## src/rtl/seq_gen_if.sv

```systemverilog
// Handshake/bus bundle between a sequence requester and seq_gen.
// Latency: none, wires only.
// Backpressure: none; start is ignored by the generator while busy is high.
interface seq_gen_if #(
    parameter int PAT_W = 4,
    parameter int CNT_W = 4
);
    logic             start;
    logic [PAT_W-1:0] pattern;
    logic [CNT_W-1:0] repeat_cnt;
    logic [CNT_W-1:0] gap_len;
    logic             dout;
    logic             dout_valid;
    logic             busy;
    logic             done;

    // Requester side: issues start with the frame description, watches the serial line.
    modport master (
        output start, pattern, repeat_cnt, gap_len,
        input  dout, dout_valid, busy, done
    );

    // Generator side.
    modport slave (
        input  start, pattern, repeat_cnt, gap_len,
        output dout, dout_valid, busy, done
    );
endinterface

```

## src/rtl/seq_gen.sv

```systemverilog
// Serial sequence generator: shifts a latched pattern out MSB-first, repeats it with an idle gap.
// Latency: first bit is on dout in the cycle right after the accepting start edge; all outputs registered.
// Backpressure: none on the serial side; start is only sampled while idle (incl. the done cycle).
// Optional: define SEQ_GEN_PARITY_EN to append an even-parity bit after pattern[0] in every frame.
module seq_gen #(
    parameter int PAT_W = 4,
    parameter int CNT_W = 4
) (
    input  logic     clock,
    input  logic     reset,
    seq_gen_if.slave bus
);

`ifdef SEQ_GEN_PARITY_EN
    localparam int FRAME_LEN = PAT_W + 1;
`else
    localparam int FRAME_LEN = PAT_W;
`endif
    localparam int BW = $clog2(FRAME_LEN);

    localparam logic [BW-1:0]    LAST_IDX = BW'(FRAME_LEN - 1);
    localparam logic [CNT_W-1:0] CNT_ONE  = CNT_W'(1);

    typedef enum logic [1:0] {
        IDLE  = 2'd0,
        SHIFT = 2'd1,
        GAP   = 2'd2
    } state_t;

    state_t           state;
    logic [PAT_W-1:0] pat_q;        // latched pattern, reloaded for each repeat
    logic [PAT_W-1:0] shreg;        // bits still to send in the current frame, MSB next
    logic [BW-1:0]    bit_idx;      // position of the bit currently on dout
    logic [CNT_W-1:0] frames_left;  // frames still owed after the current one
    logic [CNT_W-1:0] gap_q;        // latched gap length
    logic [CNT_W-1:0] gap_left;     // idle cycles remaining in the current gap
`ifdef SEQ_GEN_PARITY_EN
    logic             par_q;        // even parity of the latched pattern
`endif

    logic dout_r;
    logic dout_valid_r;
    logic busy_r;
    logic done_r;

    assign bus.dout       = dout_r;
    assign bus.dout_valid = dout_valid_r;
    assign bus.busy       = busy_r;
    assign bus.done       = done_r;

    // Frame sequencer: all outputs are registered here so the serial line is glitch-free.
    always_ff @(posedge clock or posedge reset) begin
        if (reset) begin
            state        <= IDLE;
            pat_q        <= '0;
            shreg        <= '0;
            bit_idx      <= '0;
            frames_left  <= '0;
            gap_q        <= '0;
            gap_left     <= '0;
`ifdef SEQ_GEN_PARITY_EN
            par_q        <= 1'b0;
`endif
            dout_r       <= 1'b0;
            dout_valid_r <= 1'b0;
            busy_r       <= 1'b0;
            done_r       <= 1'b0;
        end else begin
            // done is a single-cycle pulse; only the frame-end branch raises it.
            done_r <= 1'b0;

            case (state)
                IDLE: begin
                    if (bus.start) begin
                        // Latch everything; later changes on the inputs are ignored.
                        pat_q        <= bus.pattern;
                        frames_left  <= bus.repeat_cnt;
                        gap_q        <= bus.gap_len;
`ifdef SEQ_GEN_PARITY_EN
                        par_q        <= ^bus.pattern;
`endif
                        dout_r       <= bus.pattern[PAT_W-1];
                        shreg        <= {bus.pattern[PAT_W-2:0], 1'b0};
                        bit_idx      <= '0;
                        dout_valid_r <= 1'b1;
                        busy_r       <= 1'b1;
                        state        <= SHIFT;
                    end
                end

                SHIFT: begin
                    if (bit_idx != LAST_IDX) begin
                        // Mid-frame: advance to the next bit.
                        bit_idx <= bit_idx + BW'(1);
`ifdef SEQ_GEN_PARITY_EN
                        if (bit_idx == BW'(PAT_W - 1)) begin
                            dout_r <= par_q;
                        end else begin
                            dout_r <= shreg[PAT_W-1];
                        end
`else
                        dout_r <= shreg[PAT_W-1];
`endif
                        shreg <= {shreg[PAT_W-2:0], 1'b0};
                    end else if (frames_left != '0) begin
                        // Frame complete, more to send: count it and either restart or idle out.
                        frames_left <= frames_left - CNT_ONE;
                        if (gap_q == '0) begin
                            dout_r       <= pat_q[PAT_W-1];
                            shreg        <= {pat_q[PAT_W-2:0], 1'b0};
                            bit_idx      <= '0;
                            dout_valid_r <= 1'b1;
                        end else begin
                            gap_left     <= gap_q;
                            dout_r       <= 1'b0;
                            dout_valid_r <= 1'b0;
                            state        <= GAP;
                        end
                    end else begin
                        // Final frame complete: drop the line and pulse done.
                        dout_r       <= 1'b0;
                        dout_valid_r <= 1'b0;
                        busy_r       <= 1'b0;
                        done_r       <= 1'b1;
                        state        <= IDLE;
                    end
                end

                GAP: begin
                    // busy stays high across the gap; the next MSB replaces the last idle cycle.
                    if (gap_left == CNT_ONE) begin
                        dout_r       <= pat_q[PAT_W-1];
                        shreg        <= {pat_q[PAT_W-2:0], 1'b0};
                        bit_idx      <= '0;
                        dout_valid_r <= 1'b1;
                        state        <= SHIFT;
                    end else begin
                        gap_left <= gap_left - CNT_ONE;
                    end
                end

                default: begin
                    state        <= IDLE;
                    dout_r       <= 1'b0;
                    dout_valid_r <= 1'b0;
                    busy_r       <= 1'b0;
                end
            endcase
        end
    end

endmodule

```

## src/flat_wrapper.sv

```systemverilog
// flat-port wrapper written by rule: the top's interface ports become plain ports
module seq_gen_flat 
#(
    parameter int PAT_W = 4,
    parameter int CNT_W = 4
)
  (clock, reset, bus_start, bus_pattern, bus_repeat_cnt, bus_gap_len, bus_dout, bus_dout_valid, bus_busy, bus_done);
  seq_gen_if #(.PAT_W(PAT_W), .CNT_W(CNT_W)) bus_i ();
  input  logic clock;
  input  logic reset;
  input wire logic [$bits(bus_i.start)-1:0] bus_start;
  input wire logic [$bits(bus_i.pattern)-1:0] bus_pattern;
  input wire logic [$bits(bus_i.repeat_cnt)-1:0] bus_repeat_cnt;
  input wire logic [$bits(bus_i.gap_len)-1:0] bus_gap_len;
  output wire logic [$bits(bus_i.dout)-1:0] bus_dout;
  output wire logic [$bits(bus_i.dout_valid)-1:0] bus_dout_valid;
  output wire logic [$bits(bus_i.busy)-1:0] bus_busy;
  output wire logic [$bits(bus_i.done)-1:0] bus_done;
  assign bus_i.start = bus_start;
  assign bus_i.pattern = bus_pattern;
  assign bus_i.repeat_cnt = bus_repeat_cnt;
  assign bus_i.gap_len = bus_gap_len;
  assign bus_dout = bus_i.dout;
  assign bus_dout_valid = bus_i.dout_valid;
  assign bus_busy = bus_i.busy;
  assign bus_done = bus_i.done;
  seq_gen #(.PAT_W(PAT_W), .CNT_W(CNT_W)) u_core (.clock(clock), .reset(reset), .bus(bus_i));
endmodule
```

## config.mk

```make
export PLATFORM = sky130hd
export DESIGN_NAME = seq_gen_flat
export DESIGN_NICKNAME = d
export VERILOG_FILES = /design/src/rtl/seq_gen_if.sv /design/src/rtl/seq_gen.sv /design/src/flat_wrapper.sv
export SDC_FILE = /design/constraint.sdc
export NUM_CORES = 1
export LEC_CHECK = 0
export ABC_AREA = 1
export CORE_ASPECT_RATIO = 0.8
export CORE_MARGIN = 3
export CORE_UTILIZATION = 55
export CTS_CLUSTER_SIZE = 10
export DETAILED_ROUTE_END_ITERATION = 10
export PLACE_DENSITY = 0.87
export SLEW_MARGIN = 25
export SYNTH_ARGS = -nofsm -noshare
export SYNTH_HDL_FRONTEND = slang
export SYNTH_SLANG_ARGS = --single-unit
```

## constraint.sdc

```tcl
create_clock -name clock -period 1.7 [get_ports clock]
set_input_delay 0.34 -clock clock [delete_from_list [all_inputs] [get_ports clock]]
set_output_delay 0.34 -clock clock [all_outputs]
set_load 0.05 [all_outputs]
```

After elaboration in Yosys (flattened, before gate mapping)
Index checks and enable logic that the tools add are counted.
{"block": "word_totals", "in_bits": 15, "elab_cells": 88, "output_inout_bits": 4, "regBits": 28}
{"block": "classes", "muxes": 45, "n_addsub": 3, "n_reduce_logical": 14, "eq_ne": 14, "bitwise_logic": 1}
{"op": "2-to-1 mux 4 bit", "count": 12}
{"op": "2-to-1 mux 2 bit", "count": 10}
{"op": "one-hot mux 4 bit (2 select lines)", "count": 2}
{"op": "2-to-1 mux 1 bit", "count": 15}
{"op": "inequality test 2 bit (second input constant)", "count": 6}
{"op": "one-hot mux 2 bit (3 select lines)", "count": 2}
{"op": "one-hot mux 4 bit (3 select lines)", "count": 1}
{"op": "AND reduction 4 bit", "count": 3}
{"op": "AND reduction 5 bit", "count": 2}
{"op": "one-hot mux 1 bit (3 select lines)", "count": 3}
{"op": "subtractor 4 x 1 -> 4 bit (second input constant)", "count": 2}
{"op": "inequality test 3 x 1 -> 1 bit (second input constant)", "count": 2}
{"op": "equality test 4 x 1 -> 1 bit (second input constant)", "count": 1}
{"op": "logical NOT 4 bit", "count": 1}
{"op": "inequality test 2 x 1 -> 1 bit (second input constant)", "count": 2}
{"op": "AND reduction 2 bit", "count": 2}
{"op": "nonzero test 2 bit", "count": 2}
{"op": "nonzero test 4 bit", "count": 1}
{"op": "inequality test 3 bit (second input constant)", "count": 1}
{"op": "AND reduction 3 bit", "count": 1}
{"op": "nonzero test 3 bit", "count": 1}
{"op": "adder 2 x 1 -> 2 bit (second input constant)", "count": 1}
{"op": "equality test 2 x 1 -> 1 bit (second input constant)", "count": 1}
{"op": "equality test 2 bit (second input constant)", "count": 1}
{"op": "2 further kinds", "count": 2}

Longest topological paths before layout
Gate-level depths: netlist (run 1).
{"block": "logic_depth", "ltp_word": 5, "depth_mapped": 10, "depth_no_buf": 10}

Worst setup path after synthesis (run 1)
Ideal clock, no wire load.
{"block": "synth_path", "path_kind": "register to register", "from": "register u_core.state[1]", "to": "register u_core.frames_left[0]", "required_time_ns": 1.575, "setup_time_ns": 0.125, "setup_slack_ns": 0.362, "path_buffers": 1, "stages_incl_launch_ff": 9, "period_less_slack_ns": 1.338, "arrival_time_ns": 1.213, "cell_sequence": "dfrtp_1 -> inv_1 -> ha_1 -> buf_4 -> nor2_1 -> a21oi_1 -> nand2_2 -> nor2_1 -> a21oi_1"}
{"block": "synth_via", "elab_chain_len": 3, "elab_cells_between_ends": 8, "cone_classes": "4 x eq/ne; 1 x mux; 3 x reduce/logical"}
{"element": "from (decl)", "line": "seq_gen.sv:30", "source": "state_t state;"}
{"element": "from (signal assigned)", "line": "seq_gen.sv:54", "source": "state <= IDLE;"}
{"element": "from (signal assigned)", "line": "seq_gen.sv:87", "source": "state <= SHIFT;"}
{"element": "from (signal assigned)", "line": "seq_gen.sv:117", "source": "state <= GAP;"}
{"element": "equality test 2 x 1 -> 1 bit or logical NOT 2 bit (tied branches)", "line": "seq_gen.sv:72", "source": "case (state)"}
{"element": "inequality test 2 bit (no line) (tied with other cells)"}
{"element": "AND reduction 4 bit (no line)"}
{"element": "to (signal assigned)", "line": "seq_gen.sv:77", "source": "frames_left <= bus.repeat_cnt;"}
{"element": "to (signal assigned)", "line": "seq_gen.sv:107", "source": "frames_left <= frames_left - CNT_ONE;"}
{"element": "to (decl)", "line": "seq_gen.sv:34", "source": "logic [CNT_W-1:0] frames_left;"}
Parallel ways exist; a longest one is shown, timed or not.
A chain may end at the register's enable or synchronous reset.

Final worst setup path (run 1)
{"block": "layout_path", "from": "register u_core.state[0]", "to": "register u_core.shreg[2]"}
{"block": "layout_via", "elab_chain_len": 3, "elab_cells_between_ends": 10, "cone_classes": "6 x eq/ne; 1 x mux; 3 x reduce/logical"}
{"element": "equality test 2 x 1 -> 1 bit (tied with other cells)", "line": "seq_gen.sv:72"}
{"element": "inequality test 3 x 1 -> 1 bit (no line) (tied with other cells)"}
{"element": "AND reduction 5 bit (no line)"}
{"element": "to (signal assigned)", "line": "seq_gen.sv:83", "source": "shreg <= {bus.pattern[PAT_W-2:0], 1'b0};"}
{"element": "to (signal assigned)", "line": "seq_gen.sv:104", "source": "shreg <= {shreg[PAT_W-2:0], 1'b0};"}
{"element": "to (signal assigned)", "line": "seq_gen.sv:110", "source": "shreg <= {pat_q[PAT_W-2:0], 1'b0};"}
{"element": "to (decl)", "line": "seq_gen.sv:32", "source": "logic [PAT_W-1:0] shreg;"}
Parallel ways exist; a longest one is shown, timed or not.

==> reports/qor.csv, run 1 <==
stage;metric;value;unit
outcome;status;finished, final reports clean;
sta;Fin. Hold Viols;0;
cts;Clk Latency, worst-skew pair;0.33;ns
synth;share of the synthesized area in the top cell type;43.0;%
setup_path;reg-to-reg critical path startpoint;u_core.state[0];
setup_path;Crit path arrival time;1.81;ns
cts;CTS sink cnt;27;
setup_path;Buffers & Inverters on Critical Path;1;
power_and_ir_drop;Final Power;3.53;mW
synth;syn nets;219;
floorplanning;initial core utilization;60.9;%
place;Placed Cells;251;
setup_path;cell family with most CP delay;simple AND/OR/NAND/NOR gates;
power_and_ir_drop;cell area power density;1900;nW/um^2
synth;Seq/Total Area, Yosys;43.0;%
route;Detailed Routing Iterations Pass 1;4;
final_layout;Final Net Count;245;
setup_path;CP endpoint kind;flip-flop;
floorplanning;I/O pin total;19;
sta;worst relative slew slack;76.9;%
setup_path;critical path class;flip-flop to flip-flop;
cts;clock tree buffer depth;2;
synth;Distinct cells, synth;22;
setup_path;critical path's slowest cell;dfrtp_2;
place;Final HPWL DP;2.60;mm
synth;Yosys warning count;0;
grt;GR Util met3;5.43;%
sta;Setup TNS;0;ns
grt;GR Util met2;38.1;%
final_layout;share of layout cells above drive strength 1;17.7;%
setup_path;CP max stage delay;0.48;ns
sta;maximum clock rate;0.643;GHz
place;# port buffers;18;
grt;gr busiest metal;met2;
floorplanning;die area;3540;sq um
setup_path;CP Launch Type;flip-flop;
grt;Overflow after GRT;0;
final_layout;Finished Layout Cells;256;
floorplanning;die width;65.8;um
grt;largest net degree at the start of global routing;28;
power_and_ir_drop;VDD IR max;0.000964;V
setup_path;most frequent CP cell;nand2_1;
cts;Worst-path clk slew;0.15;ns
synth;Synth area leaders;dfrtp_1 (43%), nand2_1 (12%), ha_1 (7.2%), o21ai_0 (6.7%), inv_1 (5.0%);
grt;met1 Use GR;24.6;%
place;area post-placement;1800;sq um
route;DRT Wirelength;3.31;mm
synth;Top FF cell, synth;dfrtp_1;
floorplanning;die span in y;53.8;um
sta;min setup slack post-route;0.144;ns
floorplanning;core area;2580;sq um
min_path;worst hold path type;input pin to async pin;
cts;TritonCTS Buffers;3;
sta;# setup viols final;0;
grt;antenna violations before repair;0;
sta;fin crit period;1.56;ns
synth;post-synth top area cell;dfrtp_1;
setup_path;crit path cell chain;inv_1 -> ha_2 -> nor2_1 -> nand2_1 -> nand3_4 -> nor2_4 -> nand2_1 -> o21ai_0;
synth;number of synthesized register bits;27;
final_layout;synthesis-to-finish area growth;18.1;%
final_layout;Antenna Cells;0;
setup_path;Crit path required time;1.95;ns
flow_run;max_cap viols;0;
sta;pins over their slew limit;0;
cts;CTS root buffer;clkbuf_4;
cts;# H-tree levels;1;
synth;Commonest cells post-synth;nand2_1 (52), dfrtp_1 (27), inv_1 (21), o21ai_0 (21), nor2_1 (14);
sta;Tcrit/Tclk final;91.5;%
synth;most common cell in the synthesized netlist;nand2_1;
synth;mapped cell area;1570;sq um
grt;first-pass GRT wire length;5.69;mm
power_and_ir_drop;leakage;0.946;nW
sta;clk_skew;0.0110;ns
route;vias per cell;5.34;
route;via count;1366;
place;global placer's final weighted congestion;0.892;
grt;number of global-route vias before repair;1359;
grt;global-route usage over all layers;21.2;%
setup_path;crit-path max FO;8;
cts;CTS tree;done;
synth;ys async rst share;100;%
sta;Worst Tran Pin Value;0.347;ns
route;Post-route DRC;0;
route;DRT iter0 DRCs;104;
route;Routed Antenna Nets;0;
synth;EDFF count, synth;0;
final_layout;design area;1860;sq um
setup_path;timing startpoint of the critical path;u_core.state[0];
synth;Post-Syn Area per Cell;8.06;sq um
floorplanning;row count;16;
route;DR WL/cell;12.9;um
place;DP Worst Slack;0.0688;ns
synth;Synth Instances;195;
report_power, final:
group	internal [mW]	switching [mW]	total [mW]	leakage, nW
logic	0.811	1.29	2.10	0.596
registers	0.951	0.205	1.16	0.332
clock network	0.0884	0.190	0.279	0.0177
worst min-delay path: cells and delay by family:
family                 cells  cell delay [ns]
buffers and inverters      3             0.75
registers in the layout, indices dropped and copies added (netlist names):
name                   cells
u_core.bit_idx             2
u_core.shreg               3
u_core.bus.done            1
u_core.frames_left         4
u_core.bus.dout            1
u_core.state               2
u_core.pat_q               4
u_core.gap_left            4
u_core.gap_q               4
u_core.bus.busy            1
u_core.bus.dout_valid      1
what timing repair did:
action	4_1_cts	5_1_grt
setup buffers	0	1
setup endpoints to repair	0	13
hold buffers	0	0
hold endpoints to repair	0	0
gates resized for setup	0	5
final cells by class:
cell class	count	area, sq um
clock inverters	1	5.00
flip-flops and latches	27	677
fillers	197	727
clock buffers	3	22.5
inverters	24	90.1
multi-input cells	143	816
repair buffers	22	200
well taps	36	45.0
cell families (layout without fill, tap and decap cells):
logic type               Yosys count  after routing  synth area share, %
AO/OA/AOI/OAI                     33             33                 10.7
XOR/XNOR                           1              1                0.557
adder cells (fa/ha/maj)            9              9                 7.17
buffers and inverters             25             50                 6.21
flip-flops                        27             27                 43.0
multiplexers                       6              6                 4.30
AND/OR/NAND/NOR                   94             94                 28.0
metrics by stage:
| stage | hold WS [ns] | util (%) |
|---|---|---|
| 2_1_floorplan | 0.393 | - |
| 3_3_place_gp | 0.465 | 69.8 |
| 3_5_place_dp | 0.473 | 69.8 |
| 4_1_cts | 0.349 | 70.8 |
| 5_1_grt | 0.360 | 71.9 |
| 6_report | 0.338 | 71.9 |
metal layers:
metal,vias to the layer above,wire (um)
met4,0,48
met5,-,0
met1,639,1400
li1,678,-
met3,6,209
met2,43,1650
placed cells by master, fill, tap and decap left out, drive strengths merged:
| cell type | n |
|---|---|
| nand2 | 58 |
| dfrtp | 27 |
| inv | 24 |
| o21ai | 24 |
| nor2 | 18 |
| clkdlybuf4s50 | 14 |
| nand3 | 12 |
| ha | 9 |
| buf | 8 |
| a21oi | 7 |
| mux2 | 6 |
| nand4 | 3 |
| or2 | 3 |
| clkbuf | 3 |
| xor2 | 1 |
| o22ai | 1 |
| o21a | 1 |
| clkinv | 1 |
final timing paths:
kind | end | slack (ns) | cells after the start
worst max-delay path | u_core.shreg[2] | 0.14 | 8
worst min-delay path | u_core.gap_left[2] | 0.34 | 3
worst max register to register | u_core.shreg[2] | 0.14 | 8
worst min register to register | u_core.pat_q[3] | 0.50 | 2
max in group asynchronous | u_core.state[0] | 1.08 | 3
min in group clock | u_core.pat_q[3] | 0.50 | 2
No activity file was read; power rests on OpenSTA's default activity.
==> run 2: changes to the inputs <==
- DONT_BUFFER_PORTS: default -> 1
- PLACE_DENSITY: 0.87 -> 0.78
- SLEW_MARGIN: 25 -> default
==> run 2 against run 1 <==
Non-clock buffer count is 19 lower. Utilization decreased by 6.6 points. Cell area fell by 9.2%. Register-to-register slack gained 0.02 ns. First-iteration DRC count fell by 44%. Sequential share of layout area rose by 3.7 points. Final cell count down 7.4%. Critical path depth is 1 lower. Critical path type unchanged. Highest routed layer unchanged.
==> reports/qor.csv, run 2 (synthesis results as in run 1) <==
stage;metric;value;unit;change
route;Post-route DRC;0;;unchanged
route;Detailed Routing Iterations Pass 1;5;;+1
power_and_ir_drop;leakage;0.865;nW;-8.6%
final_layout;most frequent cells in the layout;nand2_1 (52), dfrtp_1 (26), inv_1 (21), o21ai_0 (21), nor2_1 (14);;
cts;Clk Latency, worst-skew pair;0.32;ns;about the same
floorplanning;core area;2580;sq um;unchanged
sta;Setup TNS;0;ns;unchanged
route;DRT Wirelength;3.12;mm;-5.7%
cts;Setup Fix Bufs, Post-CTS;0;;unchanged
setup_path;Buffers & Inverters on Critical Path;1;;unchanged
cts;clock tree buffer depth;2;;unchanged
power_and_ir_drop;VDD IR max;0.00103;V;+6.9%
route;vias per cell;5.38;;+0.74%
floorplanning;die width;65.8;um;unchanged
final_layout;share of layout cells above drive strength 1;16.9;%;-0.81 points
floorplanning;die area;3540;sq um;unchanged
outcome;status;finished, final reports clean;;
sta;# setup viols final;0;;unchanged
route;DR WL/cell;13.2;um;+1.9%
grt;largest net degree at the start of global routing;28;;unchanged
setup_path;CP endpoint kind;flip-flop;;
setup_path;most frequent CP cell;nand2_1;;
place;Placed Cells;232;;-7.6%
final_layout;synthesis-to-finish area growth;7.17;%;
grt;global-route usage over all layers;19.5;%;-1.7 points
cts;# H-tree levels;1;;unchanged
sta;Fin. Hold Viols;0;;unchanged
floorplanning;row count;16;;unchanged
cts;Worst-path clk slew;0.14;ns;about the same
sta;pins over their slew limit;0;;unchanged
flow_run;max_cap viols;0;;unchanged
sta;maximum clock rate;0.650;GHz;+1.2%
setup_path;Crit path arrival time;1.76;ns;-0.05 ns
place;# port buffers;0;;-18
min_path;worst hold path type;input pin to flip-flop;;
power_and_ir_drop;cell area power density;2010;nW/um^2;+5.7%
sta;clk_skew;0.00603;ns;-0.00497 ns
power_and_ir_drop;switching portion of total power;48.4;%;+0.79 points
place;global placer's final weighted congestion;0.909;;+1.9%
route;Routed Antenna Nets;0;;unchanged
final_layout;most common cell after layout, fill and taps aside;nand2_1;;
setup_path;critical path class;flip-flop to flip-flop;;
cts;CTS root buffer;clkbuf_4;;
setup_path;Crit path required time;1.93;ns;-0.02 ns
grt;antenna violations before repair;0;;unchanged
cts;CTS tree;done;;
place;area post-placement;1620;sq um;-9.9%
power_and_ir_drop;Internal;1.75;mW;-5.5%
grt;Overflow after GRT;0;;unchanged
sta;Tcrit/Tclk final;90.4;%;-1.1 points
route;via count;1274;;-6.7%
route;DRT iter0 DRCs;58;;-44%
sta;unrepaired setup endpoints after global routing;false;;
place;Final HPWL DP;2.38;mm;-8.1%
setup_path;crit-path max FO;6;;-2
setup_path;CP Launch Type;flip-flop;;
grt;first-pass GRT wire length;5.19;mm;-8.9%
sta;worst relative slew slack;68.1;%;-8.7 points
floorplanning;I/O pin total;19;;unchanged
floorplanning;die span in y;53.8;um;unchanged
setup_path;critical path's slowest cell;dfrtp_2;;
power_and_ir_drop;Flop pwr share;37.6;%;+4.9 points
setup_path;CP max stage delay;0.47;ns;about the same
floorplanning;initial core utilization;60.9;%;unchanged
final_layout;Final Net Count;226;;-7.8%
power_and_ir_drop;combinational share of power;54.3;%;-5.1 points
sta;Worst Tran Pin Value;0.478;ns;+0.131 ns
grt;number of global-route vias before repair;1200;;-12%
cts;TritonCTS Buffers;3;;unchanged
setup_path;crit path cell chain;inv_1 -> ha_2 -> nor2_1 -> nand2_1 -> nand3_4 -> o21ai_0 -> nand2_1;;
final_layout;design area;1680;sq um;-9.2%
cts;CTS sink cnt;27;;unchanged
setup_path;cell family with most CP delay;flip-flops;;
sta;fin crit period;1.54;ns;-0.0184 ns
power_and_ir_drop;switching pwr;1.64;mW;-2.5%
final_layout;Antenna Cells;0;;unchanged
power_and_ir_drop;clock share of power;8.0;%;about the same
final_layout;Finished Layout Cells;237;;-7.4%
-- run 2: cell types whose count changed in the layout (fill, tap and decap cells not counted), sizes merged --
cell	delta
clkdlybuf4s50	-14
buf	-6
dlygate4sd3	+1
-- run 2: worst reg2reg max path, cell delays in order (launching register included) --
cell and delay, ns:
dfrtp_2 0.47, inv_1 0.12, ha_2 0.26, nor2_1 0.09
nand2_1 0.10, nand3_4 0.10, o21ai_0 0.21, nand2_1 0.09
-- run 2: layout make-up --
type / instances / area [sq um]
clock buffer: 3 / 22.5
sequential: 27 / 677
inverter: 24 / 90.1
timing repair buffer: 3 / 25.0
clock inverter: 1 / 5.00
tap: 36 / 45.0
multi-input combinational: 143 / 820
fill: 217 / 898
-- run 2: worst paths after layout --
| check | startpoint | to | slack (ns) | depth (start not counted) |
|---|---|---|---|---|
| max | u_core.state[0] | u_core.bit_idx[1] | 0.16 | 7 |
| min | bus_pattern[2] | u_core.pat_q[2] | 0.15 | 1 |
| max reg2reg | u_core.state[0] | u_core.bit_idx[1] | 0.16 | 7 |
| min reg2reg | u_core.pat_q[0] | u_core.pat_q[0] | 0.52 | 2 |
| max in group asynchronous | reset | u_core.state[0] | 0.94 | 3 |
| min in group asynchronous | reset | u_core.gap_q[2] | 0.49 | 3 |
-- run 2: stage by stage --
| stage | hold WS [ns] | worst slack (ns) | util [%] | total power, mW |
|---|---|---|---|---|
| floorplan | 0.393 | 0.362 | - | 2.68 |
| global placement | 0.304 | 0.183 | 62.9 | 2.97 |
| detailed placement | 0.318 | 0.0934 | 62.9 | 3.06 |
| CTS | 0.148 | 0.0777 | 64.3 | 3.34 |
| global route | 0.152 | 0.0312 | 65.2 | 3.74 |
| finish | 0.154 | 0.162 | 65.2 | 3.39 |
-- run 2: repair_timing --
action	4_1_cts	5_1_grt
hold buffers	1	0
setup endpoints to repair	0	10
gates resized for setup	0	6
endpoints found under the hold margin	27	0
-- run 2: power groups by stage --
stage | Combinational [mW] | Sequential (mW) | Clock, mW
2_1_floorplan | 1.46 | 1.22 | 0
4_1_cts | 1.80 | 1.26 | 0.283
3_3_place_gp | 1.70 | 1.26 | 0
5_1_grt | 2.13 | 1.32 | 0.299
3_5_place_dp | 1.78 | 1.28 | 0
6_report | 1.84 | 1.27 | 0.273
-- run 2: metal layers --
| layer | share of wire (%) | up-vias | global-route usage, % |
|---|---|---|---|
| met5 | 0 | - | 0 |
| met4 | 0.58 | 0 | 3.79 |
| met3 | 6.7 | 2 | 5.43 |
| met2 | 48 | 41 | 34.4 |
| met1 | 44 | 588 | 24.3 |
| li1 | - | 643 | - |
